[src/rtl/key_press_sequencer_pkg.sv]
// rtl/key_press_sequencer_pkg.sv - shared constants, state encoding and key priority helper
//
// Purpose: definitions shared by the debounce FSM and the history/counter top.
// Contents: KEY_CODE_W, KEYS_RELEASED, state_e, lowest_active_key().
package key_press_sequencer_pkg;

  localparam int KEY_CODE_W = 4;
  localparam logic [3:0] KEYS_RELEASED = 4'b1111;

  typedef enum logic [1:0] {
    IDLE      = 2'd0,
    DEB_PRESS = 2'd1,
    HELD      = 2'd2,
    DEB_REL   = 2'd3
  } state_e;

  // Index of the lowest active (zero) bit of an active-low key pattern.
  // Key 0 has the highest priority. An all-released pattern returns 0.
  function automatic logic [1:0] lowest_active_key(input logic [3:0] pat_n);
    logic [1:0] idx;
    idx = 2'd0;
    for (int i = 3; i >= 0; i--) begin
      if (!pat_n[i]) idx = 2'(i);
    end
    return idx;
  endfunction

endpackage

[src/rtl/key_press_sequencer_debounce_fsm.sv]
// rtl/key_press_sequencer_debounce_fsm.sv - key synchroniser, debounce FSM and press capture
//
// Purpose: synchronise raw active-low keys, debounce press and release, and
// issue one capture per accepted press.
// Ports:
//   clock_i          system clock
//   reset_i          synchronous active-high reset
//   key_n_i[3:0]     raw active-low keys, asynchronous to clock_i
//   capture_o        combinational strobe: a capture happens on the coming edge
//   capture_key_o    key index being captured (valid with capture_o)
//   press_valid_o    registered one-cycle pulse after each capture edge
//   press_key_o      registered key index of the last capture
//   busy_o           high while the FSM is not in IDLE
module key_debounce_fsm
  import key_press_sequencer_pkg::*;
#(
  parameter int DEBOUNCE_CYCLES = 50000
) (
  input  logic       clock_i,
  input  logic       reset_i,
  input  logic [3:0] key_n_i,
  output logic       capture_o,
  output logic [1:0] capture_key_o,
  output logic       press_valid_o,
  output logic [1:0] press_key_o,
  output logic       busy_o
);

  localparam int CNT_W = (DEBOUNCE_CYCLES < 2) ? 1 : $clog2(DEBOUNCE_CYCLES + 1);
  localparam logic [CNT_W-1:0] CNT_MAX = CNT_W'(DEBOUNCE_CYCLES);
  localparam logic [CNT_W-1:0] CNT_ONE = CNT_W'(1);

  logic [3:0]       sync1_q, sync2_q;
  state_e           state_q, state_d;
  logic [3:0]       pat_q, pat_d;
  logic [CNT_W-1:0] cnt_q, cnt_d;
  logic             press_valid_q;
  logic [1:0]       press_key_q;

  logic [3:0] s;
  assign s = sync2_q;

  always_comb begin
    state_d   = state_q;
    pat_d     = pat_q;
    cnt_d     = cnt_q;
    capture_o = 1'b0;
    unique case (state_q)
      IDLE: begin
        if (s != KEYS_RELEASED) begin
          pat_d   = s;
          cnt_d   = CNT_ONE;
          state_d = DEB_PRESS;
        end
      end
      DEB_PRESS: begin
        if (s == KEYS_RELEASED) begin
          state_d = IDLE;
        end else if (s != pat_q) begin
          // A different key set restarts the stability window.
          pat_d = s;
          cnt_d = CNT_ONE;
        end else if (cnt_q == CNT_MAX) begin
          state_d   = HELD;
          capture_o = 1'b1;
        end else begin
          cnt_d = cnt_q + CNT_ONE;
        end
      end
      HELD: begin
        if (s == KEYS_RELEASED) begin
          cnt_d   = CNT_ONE;
          state_d = DEB_REL;
        end
      end
      DEB_REL: begin
        if (s != KEYS_RELEASED) begin
          state_d = HELD;
        end else if (cnt_q == CNT_MAX) begin
          state_d = IDLE;
        end else begin
          cnt_d = cnt_q + CNT_ONE;
        end
      end
      default: state_d = IDLE;
    endcase
  end

  assign capture_key_o = lowest_active_key(pat_q);

  always_ff @(posedge clock_i) begin
    if (reset_i) begin
      sync1_q       <= KEYS_RELEASED;
      sync2_q       <= KEYS_RELEASED;
      state_q       <= IDLE;
      pat_q         <= KEYS_RELEASED;
      cnt_q         <= '0;
      press_valid_q <= 1'b0;
      press_key_q   <= 2'd0;
    end else begin
      sync1_q       <= key_n_i;
      sync2_q       <= sync1_q;
      state_q       <= state_d;
      pat_q         <= pat_d;
      cnt_q         <= cnt_d;
      press_valid_q <= capture_o;
      if (capture_o) press_key_q <= capture_key_o;
    end
  end

  assign press_valid_o = press_valid_q;
  assign press_key_o   = press_key_q;
  assign busy_o        = (state_q != IDLE);

endmodule

[src/rtl/key_press_sequencer.sv]
// rtl/key_press_sequencer.sv - debounced key events into a one-hot history and press counter
//
// Purpose: turn four bouncy active-low keys into one event per press, keep the
// last NUM_DIGITS keys (newest in slot 0) and count accepted presses.
// Ports:
//   clock        system clock
//   reset        synchronous active-high reset
//   key_n[3:0]   raw active-low keys
//   clear        synchronous clear of history and press count
//   digit_code   one-hot key code per slot, slot i at [4i+3:4i], 0 = empty
//   press_valid  one-cycle pulse per accepted press
//   press_key    binary index of the accepted key
//   press_count  accepted presses modulo 256
//   busy         high while the debounce FSM is not idle
module key_press_sequencer
  import key_press_sequencer_pkg::*;
#(
  parameter int DEBOUNCE_CYCLES = 50000,
  parameter int NUM_DIGITS      = 4
) (
  input  logic                             clock,
  input  logic                             reset,
  input  logic [3:0]                       key_n,
  input  logic                             clear,
  output logic [KEY_CODE_W*NUM_DIGITS-1:0] digit_code,
  output logic                             press_valid,
  output logic [1:0]                       press_key,
  output logic [7:0]                       press_count,
  output logic                             busy
);

  logic       capture;
  logic [1:0] capture_key;

  logic [KEY_CODE_W*NUM_DIGITS-1:0] digit_q, digit_d;
  logic [7:0]                       count_q, count_d;

  key_debounce_fsm #(
    .DEBOUNCE_CYCLES(DEBOUNCE_CYCLES)
  ) u_debounce (
    .clock_i      (clock),
    .reset_i      (reset),
    .key_n_i      (key_n),
    .capture_o    (capture),
    .capture_key_o(capture_key),
    .press_valid_o(press_valid),
    .press_key_o  (press_key),
    .busy_o       (busy)
  );

  // History and count move on the capture edge itself; clear wins over a
  // simultaneous capture, which is then lost from the history.
  always_comb begin
    digit_d = digit_q;
    count_d = count_q;
    if (clear) begin
      digit_d = '0;
      count_d = 8'd0;
    end else if (capture) begin
      for (int i = NUM_DIGITS - 1; i >= 1; i--) begin
        digit_d[KEY_CODE_W*i +: KEY_CODE_W] = digit_q[KEY_CODE_W*(i-1) +: KEY_CODE_W];
      end
      digit_d[KEY_CODE_W-1:0] = 4'b0001 << capture_key;
      count_d = count_q + 8'd1;
    end
  end

  always_ff @(posedge clock) begin
    if (reset) begin
      digit_q <= '0;
      count_q <= 8'd0;
    end else begin
      digit_q <= digit_d;
      count_q <= count_d;
    end
  end

  assign digit_code  = digit_q;
  assign press_count = count_q;

endmodule

[config.mk]
export PLATFORM = sky130hd
export DESIGN_NAME = key_press_sequencer
export DESIGN_NICKNAME = d
export VERILOG_FILES = /design/src/rtl/key_press_sequencer_pkg.sv /design/src/rtl/key_press_sequencer_debounce_fsm.sv /design/src/rtl/key_press_sequencer.sv
export SDC_FILE = /design/constraint.sdc
export NUM_CORES = 1
export LEC_CHECK = 0
export BUFFER_PORTS_ARGS = -buffer_cell sky130_fd_sc_hd__clkbuf_2
export CORE_ASPECT_RATIO = 0.9
export CORE_MARGIN = 2
export CORE_UTILIZATION = 30
export DETAILED_ROUTE_END_ITERATION = 12
export PLACE_DENSITY = 0.59
export SLEW_MARGIN = 20
export SYNTH_ARGS = -nofsm -noshare
export SYNTH_HDL_FRONTEND = slang
export SYNTH_HIERARCHICAL = 1
export SYNTH_SLANG_ARGS = --single-unit
[constraint.sdc]
create_clock -name clock -period 2.8 [get_ports clock]
set_clock_uncertainty 0.1 [all_clocks]
set_input_delay 0 -clock clock [delete_from_list [all_inputs] [get_ports clock]]
set_output_delay 0 -clock clock [all_outputs]
set_load 0.1 [all_outputs]
Yosys cells after proc, flatten, opt, wreduce, memory -nomap -nowiden
Index checks and enable logic that the tools add are counted.
W data, S select, Z words.
{"block": "classes", "reduce_logical": 7, "shifts": 1, "n_mul": 0, "add_sub_neg": 2, "n_div": 0, "n_eq_ne": 15, "order_cmp": 0, "muxes": 27, "bitwise": 0}
{"cell": "$mux W16", "n": 6}
{"cell": "$pmux W16 S4", "n": 1}
{"cell": "$mux W2", "n": 11}
{"cell": "$add A16 B1 Y16 const B", "n": 1}
{"cell": "$eq A16 B16 Y1 const B", "n": 1}
{"cell": "$mux W4", "n": 3}
{"cell": "$add A8 B1 Y8 const B", "n": 1}
{"cell": "$pmux W2 S4", "n": 1}
{"cell": "$pmux W4 S2", "n": 1}
{"cell": "$reduce_and A4 Y1", "n": 2}
{"cell": "$ne A2 B1 Y1 const B", "n": 3}
{"cell": "$ne A3 B1 Y1 const B", "n": 2}
{"cell": "$reduce_and A5 Y1", "n": 1}
{"cell": "$eq A2 B2 Y1 const B", "n": 2}
{"cell": "$eq A4 B4 Y1 const B", "n": 1}
{"cell": "$mux W1", "n": 4}
{"cell": "$ne A2 B2 Y1 const B", "n": 2}
{"cell": "$ne A4 B4 Y1", "n": 1}
{"cell": "$ne A4 B4 Y1 const B", "n": 1}
{"cell": "$reduce_bool A2 Y1", "n": 2}
{"cell": "$shl A1 B2 Y4 const A", "n": 1}
{"cell": "$ne A3 B3 Y1 const B", "n": 1}
{"cell": "$eq A2 B1 Y1 const B", "n": 1}
{"cell": "$logic_not A2 Y1", "n": 1}
{"cell": "$reduce_or A2 Y1", "n": 1}
{"block": "totals", "memories": 0, "out_inout_bits": 28, "latch_bits": 0, "romBits": 0, "in_bits": 7, "word_cells": 61, "ramBits": 0, "reg_bits": 57}

Longest topological paths before layout
{"block": "logic_depth", "ltp_word": 5, "ltp_mapped": 10}

Hierarchy
The synthesis kept the hierarchy.
{"module": "key_debounce_fsm", "area_per_inst_um2": 1560.2, "instances": 1, "seq_area_each_um2": 660.6, "cells_each": 175}
{"module": "key_press_sequencer", "area_per_inst_um2": 919.6, "instances": 1, "seq_area_each_um2": 480.5, "cells_each": 94}

Worst setup path after synthesis
No wires, ideal clock.
{"block": "synth_timing", "kind": "register to register", "from": "register u_debounce.cnt_q[7]", "to": "register count_q[7], in the netlist press_count[7]", "n_path_buf": 1, "t_arrival_ns": 1.941, "period_less_slack_ns": 2.111, "path_stages_with_launch": 8, "slack_ns": 0.689, "cell_sequence": "dfxtp_1 -> nor4b_1 -> nand4_1 -> nor2_1 -> buf_2 -> nand4_2 -> or3_1 -> a21oi_1"}
{"block": "synth_between", "elab_chain_len": 5}
{"element": "start: declaration", "line_no": "key_press_sequencer_debounce_fsm.sv:36", "rtl": "logic [CNT_W-1:0] cnt_q, cnt_d;"}
{"element": "start signal: assignment", "line_no": "key_press_sequencer_debounce_fsm.sv:105", "rtl": "cnt_q <= cnt_d;"}
{"element": "$eq A16 B16 Y1", "line_no": "key_press_sequencer_debounce_fsm.sv:63", "rtl": "end else if (cnt_q == CNT_MAX) begin"}
{"element": "$mux W1", "line_no": "key_press_sequencer_debounce_fsm.sv:63"}
{"element": "$mux W1", "line_no": "key_press_sequencer_debounce_fsm.sv:59", "rtl": "end else if (s != pat_q) begin"}
{"element": "$mux W1", "line_no": "key_press_sequencer_debounce_fsm.sv:57", "rtl": "if (s == KEYS_RELEASED) begin"}
{"element": "$mux W1", "line_no": "key_press_sequencer_debounce_fsm.sv:48", "rtl": "unique case (state_q)"}
{"element": "via capture", "line_no": "key_press_sequencer.sv:32", "rtl": "logic capture;"}
{"element": "end signal: assignment", "line_no": "key_press_sequencer.sv:74", "rtl": "count_q <= count_d;"}
{"element": "end: declaration", "line_no": "key_press_sequencer.sv:36", "rtl": "logic [7:0] count_q, count_d;"}
The timed path passes the listed nets, and every way through them passes these cells.
A chain may end at the register's enable or synchronous reset.

Worst setup path in the final report
Ends and elaborated chain as after synthesis.

==> results.md <==
- Mapped cell area: 0.002480 mm²
- Setup CP Type: flop to flop
- Gpl congestion: 0.7977
- Die area: 0.009011 mm²
- 1st-pass router iterations: 4
- Total GRT Usage: 12.63%
- Complex-gate fraction of the synthesized area: 12.97%
- Setup WS post-layout: 0.2784 ns
- Core region area: 0.008029 mm²
- Pleak: 1.096 nW
- Hold EP: u_debounce/s[3]$_SDFF_PP1_
- H-Tree Depth: 3
- Relative slew slack: 43.11%
- Main combinational cell family by area after synthesis: simple AND/OR/NAND/NOR gates
- Xor-xnor portion of the synthesized cell area: 3.532%
- CTS tree: done
- Max cap viols: 0
- Final hold vios: 0
- Synth async-reset ratio: 0%
- N_diodes: 0
- Flop-to-flop setup slack: 0.28 ns
- Antenna violations before repair: 0
- Type of destination of the critical path: flop
- Post-Syn Area per Cell: 9.219 µm²
- Clock Latency Late Sink: 0.34 ns
- Post-synthesis simple-gate area fraction: 26.49%
- Initial DRC count: 70
- Number of flops mapped to enable cells by yosys: 0
- Cts bufs inserted: 9
- Crit path DAT: 2.68 ns
- Chip Height: 90.26 µm
- Area leader, netlist: dfxtp_1
- Cell Rows: 31
- VDD IR max: 265.6 µV
- Synth warn: 6
- Worst-path fanout max: 7
- Post-route clock period utilization: 90.06%
- Fraction of layout cells with a size suffix above 1: 22.19%
- Number of global-route vias before repair: 2,042
- Setup repair bufs after CTS: 0
- Most used DFF post-synth: dfxtp_1
- Final setup violation count: 0
- WL per Instance: 12.48 µm
- RSZ-0062 raised after global routing: false
- Most frequent cell after synthesis: dfxtp_1
- Final WL: 5229 µm
- R2R depth: 6
- Port Buf Inserts: 34
- Post-Synth Adder-Cell Area: 1.514%
- Mapped Cells: 269
- CTS root buffer: clkbuf_8
- Grt ovf: 0
- Synth-to-Final Area Change: 23.61%
- CTS Buffer Depth: 2
- Top cells by count, synth: 57 x dfxtp_1, 29 x nor2_1, 25 x a21oi_1
- Post-synthesis sequential area ratio: 46.01%
- FF-to-FF Start: u_debounce/cnt_q[7]$_SDFFE_PP0P_
- Worst Max-Slew Pin Slew: 0.8533 ns
- Syn_nets: 279
- Min-Delay Path Depth: 1
- Drt via density: 5.012
- Slew Viols, Final: 0
- PD cells: 585.0 mW/mm²
- Post-synth top area share: 46.01%
- Worst-path clk slew: 0.07 ns
- Die Width: 99.84 µm
- Total number of vias: 2,100
- HPWL after DPL: 3554 µm
- First-pass GRT wire length: 9156 µm
- Largest net degree at the start of global routing: 25
- Netlist cell types: 45
- Fmax: 396.6 MHz
- Number of remaining DRC errors: 0
- HP Class: flop to flop
- WP data required: 2.96 ns
- Nets: 325
- Antenna-violating nets left: 0
- Mux cell area share after synthesis: 6.256%
- Status: finished, final reports clean
- Synthesized flop and latch total: 57
- Initial Util: 30.89%
- Worst reg2reg endpoint: press_count[7]$_SDFFE_PP0P_
- Largest cells by area after synthesis: dfxtp_1 46%, mux2i_1 5.7%, a21oi_1 5.0%
- Hold wc startpoint: u_debounce/sync1_q[3]$_SDFF_PP1_
- Min Tclk post-route: 2.522 ns
- # IOs: 35
- Post-Route Setup TNS: 0 ns
- Critical Path Source Type: flop
- Worst slack, placed: 0.2373 ns
- Clock Sinks: 57
==> critical path, stage by stage, from the launching register on <==
cell	delay, ns
dfxtp_1	0.36
nor4b_1	0.55
nand4_1	0.35
nor2_2	0.36
nand4_2	0.19
or3_1	0.38
a21oi_1	0.14
==> routing by layer <==
| layer | wire length [µm] | global-route usage (%) | vias to the layer above |
|---|---|---|---|
| met4 | 120 | 6.050 | 0 |
| met2 | 2271 | 18.98 | 30 |
| met3 | 210 | 5.031 | 13 |
| met5 | 0 | 0 | - |
| li1 | - | - | 1071 |
| met1 | 2626 | 15.73 | 986 |
==> sequential cells by signal (all words and copies together) (netlist names), named ones only <==
register                  flops
digit_code                   16
u_debounce/cnt_q             16
press_count                   8
u_debounce/pat_q              4
u_debounce/s                  4
u_debounce/sync1_q            4
u_debounce/press_key_o        2
u_debounce/press_valid_o      1
u_debounce/state_q            1
==> cells in the final DEF, fill, tap and decap left out, drive strengths merged, types with 3 or more instances in the layout <==
cell         count
o21ai           16
nor3             3
clkbuf          45
and4             4
nand2b           4
buf              5
o31ai            8
xor2             8
nand3           10
nor2            29
ha               3
nand2            7
or3              9
clkinv           3
dlygate4sd3      9
nand3b           3
a21oi           25
or4              7
mux2i           14
or2             10
dfxtp           57
nand4           12
inv              4
==> power by group <==
part	switching [mW]	internal, mW
clock network	0.325	0.524
logic	0.0652	0.0461
registers	0.0110	0.823
==> layout make-up <==
| class | count | area (µm²) |
|---|---|---|
| Fill cell | 810 | 4964 |
| Multi-Input combinational cell | 195 | 1267 |
| Sequential cell | 57 | 1141 |
| Timing Repair Buffer | 48 | 297.8 |
| Clock buffer | 11 | 141.4 |
| Tap cell | 99 | 123.9 |
| Clock inverter | 5 | 78.83 |
| Inverter | 4 | 15.01 |
==> logic make-up after synthesis <==
family / Yosys count
and+or+nand+nor: 111
xor gates and xnor gates: 10
muxes: 15
AOI/OAI and AO/OA: 56
buffers and inverters: 17
adders and majority gates: 3
DFF: 57
==> worst max-delay path by stage <==
stage               slack, ns                         startpoint                          end
global route             0.04   u_debounce/cnt_q[7]$_SDFFE_PP0P_  press_count[7]$_SDFFE_PP0P_
global placement         0.38  u_debounce/cnt_q[11]$_SDFFE_PP0P_  press_count[7]$_SDFFE_PP0P_
floorplan                0.69   u_debounce/cnt_q[7]$_SDFFE_PP0P_  press_count[7]$_SDFFE_PP0P_
CTS                      0.19  u_debounce/cnt_q[11]$_SDFFE_PP0P_  press_count[7]$_SDFFE_PP0P_
detailed placement       0.24  u_debounce/cnt_q[11]$_SDFFE_PP0P_  press_count[7]$_SDFFE_PP0P_
finish                   0.28   u_debounce/cnt_q[7]$_SDFFE_PP0P_  press_count[7]$_SDFFE_PP0P_
==> repair_timing <==
| item | CTS | global route |
|---|---|---|
| gates resized for setup | 0 | 1 |
| hold buffers | 9 | 0 |
| setup endpoints to repair | 0 | 8 |
| endpoints found under the hold margin | 12 | 0 |
==> metrics by stage <==
| stage | total power [mW] | hold WS [ns] | area, µm² | std cells | utilization, % |
|---|---|---|---|---|---|
| 6_report | 1.793 | 0.3077 | 3065 | 419 | 38.18 |
| 3_3_place_gp | 0.9527 | 0.08276 | 2749 | 394 | 34.24 |
| 3_5_place_dp | 0.9540 | 0.08477 | 2749 | 394 | 34.24 |
| 4_1_cts | 1.824 | 0.3087 | 3059 | 419 | 38.10 |
| 2_1_floorplan | 0.9236 | 0.003811 | 2480 | 269 | - |
| 5_1_grt | 1.871 | 0.3288 | 3065 | 419 | 38.18 |
No activity file was read; power rests on OpenSTA's default activity.
